==> config.mk <==
export PLATFORM = sky130hd
export DESIGN_NAME = uart_rx_flat
export DESIGN_NICKNAME = d
export VERILOG_FILES = /design/src/rtl/uart_pkg.sv /design/src/rtl/uart_rx_if.sv /design/src/rtl/uart_rx_sync_2ff.sv /design/src/rtl/uart_rx.sv /design/src/flat_wrapper.sv
export SDC_FILE = /design/constraint.sdc
export NUM_CORES = 1
export LEC_CHECK = 0
export ABC_AREA = 1
export CORE_MARGIN = 2
export CORE_UTILIZATION = 26
export DETAILED_ROUTE_END_ITERATION = 10
export PLACE_DENSITY_LB_ADDON = 0.25
export SETUP_SLACK_MARGIN = 0.15
export SYNTH_ARGS = -nofsm -noshare
export SYNTH_HDL_FRONTEND = slang
export SYNTH_HIERARCHICAL = 1
export SYNTH_SLANG_ARGS = --single-unit
export TNS_END_PERCENT = 100
==> constraint.sdc <==
create_clock -name clk -period 1.3 [get_ports clk]
set_input_delay 0.26 -clock clk [delete_from_list [all_inputs] [get_ports clk]]
set_output_delay 0.26 -clock clk [all_outputs]
set_load 0.01 [all_outputs]
==> src/rtl/uart_pkg.sv <==
// Shared UART definitions: receiver state encoding, oversampling constants and
// parity/majority helpers (the parity helper is also used by the transmitter).
package uart_pkg;

  typedef enum logic [2:0] {
    IDLE,
    START,
    DATA,
    PARITY,
    STOP,
    BREAK
  } rx_state_e;

  localparam int unsigned OVERSAMPLE   = 16;
  localparam int unsigned SAMPLE_POINT = 7;

  // Parity bit a transmitter appends to make the frame even (odd=0) or odd (odd=1).
  function automatic logic parity_bit(input logic [7:0] data, input logic odd);
    return (^data) ^ odd;
  endfunction

  function automatic logic maj3(input logic a, input logic b, input logic c);
    return (a & b) | (a & c) | (b & c);
  endfunction

endpackage

==> src/rtl/uart_rx_if.sv <==
// Receive-side byte delivery bus: one-entry valid/ready holding register plus
// the error flags that travel with each byte.
interface uart_rx_if #(
  parameter int unsigned DATA_BITS = 8
);
  logic [DATA_BITS-1:0] rx_data;
  logic                 rx_valid;
  logic                 rx_ready;
  logic                 frame_err;
  logic                 parity_err;
  logic                 overrun_err;

  modport master (
    output rx_data, rx_valid, frame_err, parity_err, overrun_err,
    input  rx_ready
  );

  modport slave (
    input  rx_data, rx_valid, frame_err, parity_err, overrun_err,
    output rx_ready
  );
endinterface

==> src/rtl/uart_rx_sync_2ff.sv <==
// Multi-flop metastability synchronizer with a configurable reset value
// (idle-high for UART lines).
module sync_2ff #(
  parameter int unsigned STAGES    = 2,
  parameter logic        RESET_VAL = 1'b1
) (
  input  logic clk,
  input  logic reset_n,
  input  logic d_i,
  output logic q_o
);

  logic [STAGES-1:0] sync_q;

  always_ff @(posedge clk or negedge reset_n) begin
    if (!reset_n) begin
      sync_q <= {STAGES{RESET_VAL}};
    end else begin
      sync_q <= {sync_q[STAGES-2:0], d_i};
    end
  end

  assign q_o = sync_q[STAGES-1];

endmodule

==> src/rtl/uart_rx.sv <==
// UART receive deserializer, 16x oversampled, 8N1/8E1/8O1 with valid/ready hold.
// Define UART_RX_MAJORITY_EN for 3-sample majority voting (cnt 6/7/8, decision at 8).
module uart_rx
  import uart_pkg::*;
#(
  parameter int unsigned DATA_BITS   = 8,
  parameter int unsigned SYNC_STAGES = 2
) (
  input  logic      clk,
  input  logic      reset_n,
  input  logic      tick,
  input  logic      rx,
  input  logic      parity_en,
  input  logic      parity_odd,
  output logic      busy,
  uart_rx_if.master bus
);

`ifdef UART_RX_MAJORITY_EN
  localparam logic [3:0] SP = 4'(SAMPLE_POINT + 1);
`else
  localparam logic [3:0] SP = 4'(SAMPLE_POINT);
`endif
  localparam logic [3:0] LAST_TICK = 4'(OVERSAMPLE - 1);
  localparam logic [2:0] LAST_IDX  = 3'(DATA_BITS - 1);

  rx_state_e            state_q, state_d;
  logic [3:0]           cnt_q, cnt_d;
  logic [2:0]           idx_q, idx_d;
  logic [DATA_BITS-1:0] shift_q, shift_d;
  logic [DATA_BITS-1:0] data_q, data_d;
  logic                 perr_q, perr_d;
  logic                 valid_q, valid_d;
  logic                 fe_q, fe_d;
  logic                 pe_q, pe_d;
  logic                 ovr_q, ovr_d;
`ifdef UART_RX_MAJORITY_EN
  logic [1:0]           smp_q, smp_d;
`endif

  logic rx_s;
  logic bit_val;
  logic at_sample;
  logic at_wrap;

  sync_2ff #(
    .STAGES    (SYNC_STAGES),
    .RESET_VAL (1'b1)
  ) u_sync (
    .clk     (clk),
    .reset_n (reset_n),
    .d_i     (rx),
    .q_o     (rx_s)
  );

  always_ff @(posedge clk or negedge reset_n) begin
    if (!reset_n) begin
      state_q <= IDLE;
      cnt_q   <= '0;
      idx_q   <= '0;
      shift_q <= '0;
      data_q  <= '0;
      perr_q  <= 1'b0;
      valid_q <= 1'b0;
      fe_q    <= 1'b0;
      pe_q    <= 1'b0;
      ovr_q   <= 1'b0;
`ifdef UART_RX_MAJORITY_EN
      smp_q   <= '1;
`endif
    end else begin
      state_q <= state_d;
      cnt_q   <= cnt_d;
      idx_q   <= idx_d;
      shift_q <= shift_d;
      data_q  <= data_d;
      perr_q  <= perr_d;
      valid_q <= valid_d;
      fe_q    <= fe_d;
      pe_q    <= pe_d;
      ovr_q   <= ovr_d;
`ifdef UART_RX_MAJORITY_EN
      smp_q   <= smp_d;
`endif
    end
  end

  always_comb begin
    state_d   = state_q;
    cnt_d     = cnt_q;
    idx_d     = idx_q;
    shift_d   = shift_q;
    data_d    = data_q;
    perr_d    = perr_q;
    fe_d      = fe_q;
    pe_d      = pe_q;
    ovr_d     = 1'b0;
    valid_d   = valid_q & ~bus.rx_ready;
    at_sample = tick && (cnt_q == SP);
    at_wrap   = tick && (cnt_q == LAST_TICK);
`ifdef UART_RX_MAJORITY_EN
    smp_d = smp_q;
    if (tick && cnt_q == 4'd6) smp_d[0] = rx_s;
    if (tick && cnt_q == 4'd7) smp_d[1] = rx_s;
    bit_val = maj3(smp_q[0], smp_q[1], rx_s);
`else
    bit_val = rx_s;
`endif

    if (tick && state_q != IDLE) cnt_d = cnt_q + 4'd1;

    case (state_q)
      IDLE: begin
        cnt_d = '0;
        if (!rx_s) begin
          state_d = START;
          idx_d   = '0;
          perr_d  = 1'b0;
        end
      end
      START: begin
        if (at_sample && bit_val) state_d = IDLE;
        else if (at_wrap)         state_d = DATA;
      end
      DATA: begin
        if (at_sample) shift_d = {bit_val, shift_q[DATA_BITS-1:1]};
        if (at_wrap) begin
          if (idx_q == LAST_IDX) state_d = parity_en ? PARITY : STOP;
          else                   idx_d   = idx_q + 3'd1;
        end
      end
      PARITY: begin
        if (at_sample) perr_d = (bit_val != parity_bit(8'(shift_q), parity_odd));
        if (at_wrap)   state_d = STOP;
      end
      STOP: begin
        // Frame completes at the stop-bit centre; a held byte not being
        // accepted this clk means the new frame is dropped as an overrun.
        if (at_sample) begin
          if (!valid_q || bus.rx_ready) begin
            data_d  = shift_q;
            fe_d    = ~bit_val;
            pe_d    = parity_en & perr_q;
            valid_d = 1'b1;
          end else begin
            ovr_d = 1'b1;
          end
          state_d = bit_val ? IDLE : BREAK;
        end
      end
      BREAK: begin
        if (rx_s) state_d = IDLE;
      end
      default: state_d = IDLE;
    endcase
  end

  assign busy            = (state_q != IDLE);
  assign bus.rx_data     = data_q;
  assign bus.rx_valid    = valid_q;
  assign bus.frame_err   = fe_q;
  assign bus.parity_err  = pe_q;
  assign bus.overrun_err = ovr_q;

endmodule

==> src/flat_wrapper.sv <==
// flat-port wrapper written by rule: the top's interface ports become plain ports
module uart_rx_flat import uart_pkg::*;
#(
  parameter int unsigned DATA_BITS   = 8,
  parameter int unsigned SYNC_STAGES = 2
)
  (clk, reset_n, tick, rx, parity_en, parity_odd, busy, bus_rx_data, bus_rx_valid, bus_frame_err, bus_parity_err, bus_overrun_err, bus_rx_ready);
  uart_rx_if #(.DATA_BITS(DATA_BITS)) bus_i ();
  input  logic clk;
  input  logic reset_n;
  input  logic tick;
  input  logic rx;
  input  logic parity_en;
  input  logic parity_odd;
  output logic busy;
  output wire logic [$bits(bus_i.rx_data)-1:0] bus_rx_data;
  output wire logic [$bits(bus_i.rx_valid)-1:0] bus_rx_valid;
  output wire logic [$bits(bus_i.frame_err)-1:0] bus_frame_err;
  output wire logic [$bits(bus_i.parity_err)-1:0] bus_parity_err;
  output wire logic [$bits(bus_i.overrun_err)-1:0] bus_overrun_err;
  input wire logic [$bits(bus_i.rx_ready)-1:0] bus_rx_ready;
  assign bus_rx_data = bus_i.rx_data;
  assign bus_rx_valid = bus_i.rx_valid;
  assign bus_frame_err = bus_i.frame_err;
  assign bus_parity_err = bus_i.parity_err;
  assign bus_overrun_err = bus_i.overrun_err;
  assign bus_i.rx_ready = bus_rx_ready;
  uart_rx #(.DATA_BITS(DATA_BITS), .SYNC_STAGES(SYNC_STAGES)) u_core (.clk(clk), .reset_n(reset_n), .tick(tick), .rx(rx), .parity_en(parity_en), .parity_odd(parity_odd), .busy(busy), .bus(bus_i));
endmodule
==> results.md <==
* Distinct cells, synth at 26
* Combinational power share at 38.7%
* Worst vdd ir at 1030 uV
* Final hold vios at 0
* Max cap viols at 0
* Initial Utilization at 26.4%
* Critical Path RT at 1.04 ns
* Mapped Area at 1650 um^2
* Crit Path Class: reg2out
* Detailed Place HPWL at 2480 um
* P_int at 2590 uW
* Seq pwr share at 31.7%
* Final setup viols at 26
* Routed vias at 1451
* Clock Path Buffers at 2
* First-pass GRT wire length at 6150 um
* Worst skew pair latency at 0.28 ns
* Hold Path Class: in2async
* TNS Setup at -1.66 ns
* Final Cycle Share at 106%
* Largest net degree at the start of global routing at 34
* Std-Cell Rows at 29
* Worst EP arrival at 1.12 ns
* Worst setup EP type: output port
* Syn_area_per_cell at 7.81 um^2
* # diodes at 0
* Root buffer cell: clkbuf_8
* GRT overflow at 0
* Register area share after synthesis at 50.3%
* Pwr dens at 1600 nW/um^2
* Gr usage total at 10.9%
* Max FO, Critical Path at 2
* Most frequent cells in the layout: 72 x nand2_1, 29 x dfrtp_1, 20 x buf_4
* Antenna viol nets, final at 0
* Max Slew Vio Count at 0
* Switching part of the total at 33.0%
* Post-Synthesis Cells at 211
* Critical Path Source Type: register
* Worst hold slack at 0.340 ns
* Chip width at 83.6 um
* Flops & latches, synth at 33
* IO Port Bufs at 19
* Worst-path clk slew at 0.08 ns
* Share of cells above drive strength 1 at 34.3%
* # DRC at 0
* Clk network pwr share at 29.6%
* Worst slack, placed at -0.332 ns
* Area Overhead vs Synth at 46.8%
* Status: complete, but fails checks
* Final worst slack at -0.0843 ns
* Final RePlAce weighted congestion at 0.769
* DIE HEIGHT at 83.6 um
* Total wire length at 3640 um
* Io pins at 20
* RSZ-0062 raised after global routing: yes
* First-pass detailed-route iteration total at 4
* Worst slew pin tran at 0.353 ns
* Max_slew headroom at 76.3%
* Die area at 6990 um^2
* CTS tree: yes
* Vias in the first global route at 1376
* Min Tclk post-route at 1.38 ns
* Initial antenna violation count at 0
* Routed wire per std cell at 10.6 um
* CTS Buf Count at 5
* Number of H-tree levels at 2
* Nets@finish at 274
* YS warnings at 6
* Core area at 6240 um^2
* Fmax at 722 MHz
* Initial DRC Count at 80
* Clock Sinks at 33
* Failing checks: setup timing
* Lkg Pwr at 0.00120 uW
* Sw power at 1280 uW
* Syn nets at 221
* Via density at 4.24
* Layout Skew at 0.00933 ns
* Total power at 3870 uW
* Commonest non-fill, non-tap cell in the layout: nand2_1
per-layer routing:
layer | routed length (um) | part of all wire [%] | up-vias | GRT usage, %
li1 | - | - | 772 | -
met2 | 1730 | 48 | 18 | 17.2
met4 | 42 | 1.2 | 0 | 4.40
met1 | 1720 | 47 | 656 | 14.1
met5 | 0 | 0 | - | 0
met3 | 148 | 4.1 | 5 | 3.26
registers in the layout, summed over array words and instances (netlist names):
signal                  cells
u_core/bus.frame_err        1
u_core/bus.overrun_err      1
u_core/bus.parity_err       1
u_core/bus.rx_data          8
u_core/bus.rx_valid         1
u_core/cnt_q                4
u_core/idx_q                3
u_core/perr_q               1
u_core/shift_q              8
u_core/state_q              3
u_core/u_sync/sync_q        2
worst paths after layout:
path | startpoint | to | slack (ns) | cells past startpoint
max | u_core/state_q[2] | busy | -0.08 | 4
min | reset_n | u_core/bus.rx_data[3] | 0.34 | 2
max reg2reg | u_core/cnt_q[1] | u_core/state_q[2] | -0.08 | 10
min reg2reg | u_core/u_sync/sync_q[0] | u_core/u_sync/sync_q[1] | 0.36 | 0
max in group asynchronous | reset_n | u_core/u_sync/sync_q[0] | 0.70 | 2
min in group clk | u_core/u_sync/sync_q[0] | u_core/u_sync/sync_q[1] | 0.36 | 0
layout make-up:
type                            instances  area, um^2
Inverter                               24        97.6
Fill cell                             648        3820
Sequential cell                        33         831
Timing Repair Buffer                   50         414
Multi-Input combinational cell        150         847
Clock buffer                            5        68.8
Tap cell                               77        96.3
Clock inverter                          3        65.1
cells in the mapped netlist:
library cell	count	area (um^2)
nand2_1	81	304
dfrtp_1	31	776
inv_1	21	78.8
o21ai_0	13	65.1
o21ai_1	12	60.1
nor2_1	11	41.3
nand3_1	9	45.0
ha_1	3	37.5
inv_2	3	11.3
nand2_2	3	18.8
nor2_2	3	18.8
a21oi_1	2	10.0
buf_2	2	10.0
dfstp_2	2	52.6
nand3_2	2	20.0
nor3_1	2	10.0
nor3b_1	2	15.0
a31oi_1	1	6.26
clkbuf_1	1	3.75
clkbuf_2	1	5.00
nor3_2	1	10.0
nor3_4	1	16.3
o21ai_2	1	8.76
or2_0	1	6.26
xnor2_1	1	8.76
xor2_1	1	8.76
cell families (layout without fill, tap and decap cells):
family / after synthesis / in the layout / share of synthesized area (%)
adder cells (fa/ha/maj): 3 / 3 / 2.28
flip-flops: 33 / 33 / 50.3
AND/OR/NAND/NOR: 116 / 116 / 30.7
AO/OA/AOI/OAI: 29 / 29 / 9.11
XOR/XNOR: 2 / 2 / 1.06
buffers and inverters: 28 / 82 / 6.61
timing repair:
action,in CTS,in global routing
setup endpoints to repair,41,33
pin swaps,10,4
hold buffers,0,0
setup buffers,12,2
resized for setup,67,34
critical path: stages, from the launching register on:
cell and delay (ns):
dfrtp_1 0.39, buf_6 0.12, nor3_4 0.14, inv_2 0.07, buf_6 0.12
through the flow:
stage	util (%)	cells	instance area, um^2
2_1_floorplan	-	211	1690
3_3_place_gp	33.1	320	2070
3_5_place_dp	33.1	320	2070
4_1_cts	36.7	340	2290
5_1_grt	38.8	342	2420
6_report	38.8	342	2420
power groups by stage:
stage | combinational, uW | clock (uW) | sequential, uW
after global placement | 1040 | 0 | 1240
after floorplan | 608 | 0 | 1250
after global routing | 1670 | 1210 | 1240
after detailed placement | 1040 | 0 | 1240
final | 1500 | 1150 | 1230
after CTS | 1260 | 1180 | 1210
Power figures use the tool's default switching activity.
